==> config.mk <==
export PLATFORM = sky130hd
export DESIGN_NAME = fila_arbiter
export DESIGN_NICKNAME = d
export VERILOG_FILES = /design/src/rtl/fila_pkg.sv /design/src/rtl/rr_picker.sv /design/src/rtl/fila_arbiter.sv
export SDC_FILE = /design/constraint.sdc
export NUM_CORES = 1
export LEC_CHECK = 0
export CORE_MARGIN = 2
export CORE_UTILIZATION = 45
export CTS_CLUSTER_SIZE = 12
export DETAILED_ROUTE_END_ITERATION = 12
export GPL_TIMING_DRIVEN = 0
export PLACE_DENSITY_LB_ADDON = 0.05
export SYNTH_ARGS = -nofsm -noshare
export SYNTH_HDL_FRONTEND = slang
export SYNTH_SLANG_ARGS = --single-unit
==> constraint.sdc <==
create_clock -name clock_10KHz -period 5.8 [get_ports clock_10KHz]
set_clock_uncertainty 0.05 [all_clocks]
set_input_delay 1.16 -clock clock_10KHz [delete_from_list [all_inputs] [get_ports clock_10KHz]]
set_output_delay 1.16 -clock clock_10KHz [all_outputs]
set_load 0.005 [all_outputs]
==> src/rtl/fila_pkg.sv <==
// Shared definitions for the fila arbiter slice.
//   DATA_W      : element width of the shared fila
//   FILA_DEPTH  : fila capacity in elements
//   N_REQ       : requesters in round-robin order (P0, P1, C0, C1)
//   IDX_*       : requester indices; bit 1 set means consumer
//   arb_state_t : arbiter sequencing states
package fila_pkg;

  localparam int unsigned DATA_W     = 8;
  localparam int unsigned FILA_DEPTH = 8;
  localparam int unsigned N_REQ      = 4;

  localparam logic [1:0] IDX_P0 = 2'd0;
  localparam logic [1:0] IDX_P1 = 2'd1;
  localparam logic [1:0] IDX_C0 = 2'd2;
  localparam logic [1:0] IDX_C1 = 2'd3;

  typedef enum logic [2:0] {
    IDLE    = 3'd0,
    ISSUE   = 3'd1,
    EXEC    = 3'd2,
    WAIT_RD = 3'd3,
    CAPTURE = 3'd4
  } arb_state_t;

endpackage

==> src/rtl/rr_picker.sv <==
// Combinational 4-way round-robin selector.
//   eligible  : one bit per requester (P0, P1, C0, C1)
//   rr_ptr    : index where the search starts; wraps modulo 4
//   found     : some requester is eligible
//   grant_idx : first eligible index at or after rr_ptr
module rr_picker
  import fila_pkg::*;
(
  input  logic [N_REQ-1:0] eligible,
  input  logic [1:0]       rr_ptr,
  output logic             found,
  output logic [1:0]       grant_idx
);

  logic [1:0] w_idx;

  always_comb begin
    found     = 1'b0;
    grant_idx = '0;
    w_idx     = '0;
    for (int unsigned k = 0; k < N_REQ; k++) begin
      // 2-bit add wraps the search naturally
      w_idx = rr_ptr + k[1:0];
      if (!found && eligible[w_idx]) begin
        found     = 1'b1;
        grant_idx = w_idx;
      end
    end
  end

endmodule

==> src/rtl/fila_arbiter.sv <==
// Round-robin arbiter/sequencer sharing one fila between two producers and
// two consumers. Level req/ack handshakes in, single-cycle fila strobes out.
//   clock_10KHz   : system clock, rising edge
//   reset         : asynchronous active-low reset
//   wr_req/wr_data: producer requests and their data
//   rd_req        : consumer requests
//   wr_ack/rd_ack : one-cycle completion pulses
//   rd_data       : last dequeued value
//   busy          : an operation is in flight
//   q_*_out       : fila enqueue/dequeue strobes and write data
//   q_len_in      : fila occupancy
//   q_data_in     : fila read data
module fila_arbiter #(
  parameter int unsigned DATA_W     = fila_pkg::DATA_W,
  parameter int unsigned FILA_DEPTH = fila_pkg::FILA_DEPTH
) (
  input  logic                   clock_10KHz,
  input  logic                   reset,
  input  logic [1:0]             wr_req,
  input  logic [1:0][DATA_W-1:0] wr_data,
  input  logic [1:0]             rd_req,
  output logic [1:0]             wr_ack,
  output logic [1:0]             rd_ack,
  output logic [DATA_W-1:0]      rd_data,
  output logic                   busy,
  output logic                   q_enqueue_out,
  output logic                   q_dequeue_out,
  output logic [DATA_W-1:0]      q_data_out,
  input  logic [7:0]             q_len_in,
  input  logic [DATA_W-1:0]      q_data_in
);

  import fila_pkg::*;

  localparam logic [7:0] LP_DEPTH = 8'(FILA_DEPTH);

  arb_state_t        r_state;
  logic [1:0]        r_rr_ptr;
  logic [1:0]        r_grant;
  logic [1:0]        r_wr_ack;
  logic [1:0]        r_rd_ack;
  logic [DATA_W-1:0] r_rd_data;
  logic [DATA_W-1:0] r_q_data;
  logic              r_enq;
  logic              r_deq;

  logic              w_room;
  logic              w_avail;
  logic [N_REQ-1:0]  w_elig;
  logic              w_found;
  logic [1:0]        w_grant_idx;

  assign w_room  = (q_len_in < LP_DEPTH);
  assign w_avail = (q_len_in != '0);

  // A requester whose ack is high this cycle is still holding its old request
  assign w_elig[IDX_P0] = wr_req[0] & w_room  & ~r_wr_ack[0];
  assign w_elig[IDX_P1] = wr_req[1] & w_room  & ~r_wr_ack[1];
  assign w_elig[IDX_C0] = rd_req[0] & w_avail & ~r_rd_ack[0];
  assign w_elig[IDX_C1] = rd_req[1] & w_avail & ~r_rd_ack[1];

  rr_picker u_picker (
    .eligible  (w_elig),
    .rr_ptr    (r_rr_ptr),
    .found     (w_found),
    .grant_idx (w_grant_idx)
  );

  always_ff @(posedge clock_10KHz or negedge reset) begin
    if (!reset) begin
      r_state   <= IDLE;
      r_rr_ptr  <= '0;
      r_grant   <= '0;
      r_wr_ack  <= '0;
      r_rd_ack  <= '0;
      r_rd_data <= '0;
      r_q_data  <= '0;
      r_enq     <= 1'b0;
      r_deq     <= 1'b0;
    end else begin
      r_wr_ack <= '0;
      r_rd_ack <= '0;
      case (r_state)
        IDLE: begin
          if (w_found) begin
            r_grant  <= w_grant_idx;
            r_rr_ptr <= w_grant_idx + 2'd1;
            r_state  <= ISSUE;
            // bit 1 of the index separates producers from consumers
            if (!w_grant_idx[1]) begin
              r_q_data <= wr_data[w_grant_idx[0]];
              r_enq    <= 1'b1;
            end else begin
              r_deq    <= 1'b1;
            end
          end
        end
        ISSUE: begin
          r_enq   <= 1'b0;
          r_deq   <= 1'b0;
          r_state <= EXEC;
        end
        EXEC: begin
          if (!r_grant[1]) begin
            r_wr_ack[r_grant[0]] <= 1'b1;
            r_state              <= IDLE;
          end else begin
            r_state <= WAIT_RD;
          end
        end
        WAIT_RD: r_state <= CAPTURE;
        CAPTURE: begin
          r_rd_data            <= q_data_in;
          r_rd_ack[r_grant[0]] <= 1'b1;
          r_state              <= IDLE;
        end
        default: r_state <= IDLE;
      endcase
    end
  end

  assign wr_ack        = r_wr_ack;
  assign rd_ack        = r_rd_ack;
  assign rd_data       = r_rd_data;
  assign busy          = (r_state != IDLE);
  assign q_enqueue_out = r_enq;
  assign q_dequeue_out = r_deq;
  assign q_data_out    = r_q_data;

endmodule

==> impl_metrics.ini <==
[floorplanning]
fp.coreArea_sq_um = 3000
io_pins = 61
die_w_um = 59.9
row_count = 20
initial_core_util = 0.469
dieArea_sq_um = 3590
die_h_um = 59.9

[worst_setup_path]
crit_family = simple AND/OR/NAND/NOR gates
start_kind = input port
critPathKind = input port to flip-flop
cp.arrival_ns = 3.67
r2r_slack_ns = 3.47
crit_slowest_cell = or4_4
crit_path_start = q_len_in[6]
crit_buf_inv = 1
critical_path.cell_chain = clkdlybuf4s50_1, or4_4, or2_1, o22ai_1, nand2_1, nor2_2, mux2_4
max_stage_delay_ns = 0.56
r2r_end = q_data_out[0]$_DFFE_PN0P_
cp_max_fo = 9
worstReg2RegStart = rd_ack[1]$_DFF_PN0_
worstPathRequired_ns = 5.96
end_kind = flip-flop
ff2ff_path_depth = 6

[cells_and_area]
syn_to_final_growth_pct = 49.2
drive_gt1_frac = 0.194
nets = 218
finish.instance_area_sq_um = 2100
n_antenna_cell = 0
fillCellCount = 250
fin_cells = 213

[place]
gp_congestion = 0.795
dpl_cell_area_sq_um = 2050
port_buffers = 60
placed_cells = 206
place_hpwl_um = 2340
pre_cts_slack_ns = 1.95

[min_path]
hold_class = flip-flop to flip-flop
hold_depth = 1
hp-start = r_grant[0]$_DFFE_PN0P_
holdPathEnd = rd_ack[0]$_DFF_PN0_

[grt]
grt_pass1_vias = 1119
antenna_found_initial = 0
grt_overflow_total = 0
grt_util_met3 = 0.0801
grt_max_degree = 30
grt_pass1_wl_um = 4970
grt_use_met1 = 0.229
met2_usage = 0.309
grt.total_usage = 0.192
busiest_layer = met2

[power_and_ir_drop]
powerDensity_nw_per_um2 = 438
vdd_ir_drop_max_mv = 0.261
p_leak_nw = 0.870

[synth]
async_flop_share = 1.00
syn_avg_cell_area_sq_um = 12.5
syn-num-nets = 151
yosysSeqAreaShare = 0.516
syn_area_sq_um = 1410
synthFlopType = dfrtp_1
yosys-top-cells-area = dfrtp_1, mux2_2, mux2_4
ys_top_cells_by_count = dfrtp_1, mux2_2, mux2_4
yosysMostFrequentCell = dfrtp_1
synth_top_cell_by_area = dfrtp_1
synth_edf_count = 0
syn_inst = 113
yosysTopAreaCellShare = 0.516
yosys.cell_types.count = 34
ys_ff_latch = 29
ys_warn_count = 0

[timing]
setup_slack_ns = 2.28
period_share = 0.606
setup_viol_count_final = 0
min_period_ns = 3.52
tns_ns = 0
worst_pin_slew_ns = 0.624
max-slew-margin-rel = 0.583
fmax_mhz = 284
hold_viol_final = 0
slew_violations = 0
rsz0062_at_grt = false

[clock_network]
clock_latency_ns = 0.32
ctsResizeCount = 0
htree_levels = 2
cts_setup_buffers = 0
cts_buffers = 5
clkTransAtPathRegs_ns = 0.08
cts.path.max_buffers = 2
cts_root_buf = clkbuf_4
cts_sinks = 29
cts_hold_buf = 0
cts_tree = done

[drt]
dr.pass1.iters = 4
initialDrtViolationCount = 46
drcViolationCount = 0
drtAntennaViolNets = 0
drt-vias-per-instance = 5.36
wl_per_cell_um = 14.4
wl_um = 3070
via_count = 1141

[status]
outcome = finished, final reports clean

[flow_run]
drv_cap = 0
## power breakdown
part	total (mW)	internal [mW]	leakage [nW]	switching [mW]
registers	0.357	0.292	0.357	0.0652
logic	0.443	0.290	0.482	0.153
clock network	0.120	0.0571	0.0314	0.0627
total	0.920	0.639	0.870	0.281
## placed cells by master, fill, tap and decap left out, types with 4 or more instances in the layout
cell / instances
o21ai_0: 4
a21oi_1: 6
nor2_1: 4
clkbuf_4: 5
dfrtp_1: 29
mux2_2: 16
nand2b_1: 4
mux2_4: 8
clkdlybuf4s50_1: 59
nor2b_1: 5
## cell type report
class	instances	area, sq um	area share
buffer	2	7.51	0.00358
sequential	29	726	0.346
clock buffer	7	55.1	0.0262
multi-input combinational	79	663	0.316
tap	33	41.3	0.0197
inverter	3	11.3	0.00536
timing repair buffer	60	596	0.284
## flip-flops by register name (all words and copies together) (netlist names)
name and cells:
q_data_out 8, q_dequeue_out 1, q_enqueue_out 1, r_grant 2, r_rr_ptr 2, r_state 3, rd_ack 2, rd_data 8
wr_ack 2
## routing by layer
layer | vias to the layer above | share of wire
li1 | 550 | -
met1 | 544 | 0.40
met2 | 41 | 0.51
met3 | 6 | 0.076
met4 | 0 | 0.016
met5 | - | 0
## through the flow
step	utilization	hold slack [ns]	total power, mW
2_1_floorplan	-	0.401	0.589
3_3_place_gp	0.683	0.436	0.793
3_5_place_dp	0.683	0.437	0.809
4_1_cts	0.701	0.448	0.935
5_1_grt	0.699	0.469	0.991
6_report	0.699	0.444	0.920
## how the worst max path moves through the flow
stage | depth (start not counted) | end
3_5_place_dp | 7 | q_data_out[6]$_DFFE_PN0P_
6_report | 7 | q_data_out[0]$_DFFE_PN0P_
5_1_grt | 7 | q_data_out[3]$_DFFE_PN0P_
3_3_place_gp | 7 | q_data_out[4]$_DFFE_PN0P_
4_1_cts | 7 | q_data_out[0]$_DFFE_PN0P_
2_1_floorplan | 6 | q_data_out[0]$_DFFE_PN0P_
## cell families (layout without fill, tap and decap cells)
group,after synthesis,in the layout,share of synthesized area
AND/OR/NAND/NOR,33,33,0.140
flip-flops,29,29,0.516
multiplexers,24,24,0.213
AO/OA/AOI/OAI,21,21,0.111
buffers and inverters,5,72,0.0133
XOR/XNOR,1,1,0.00622
Power figures use the tool's default switching activity.
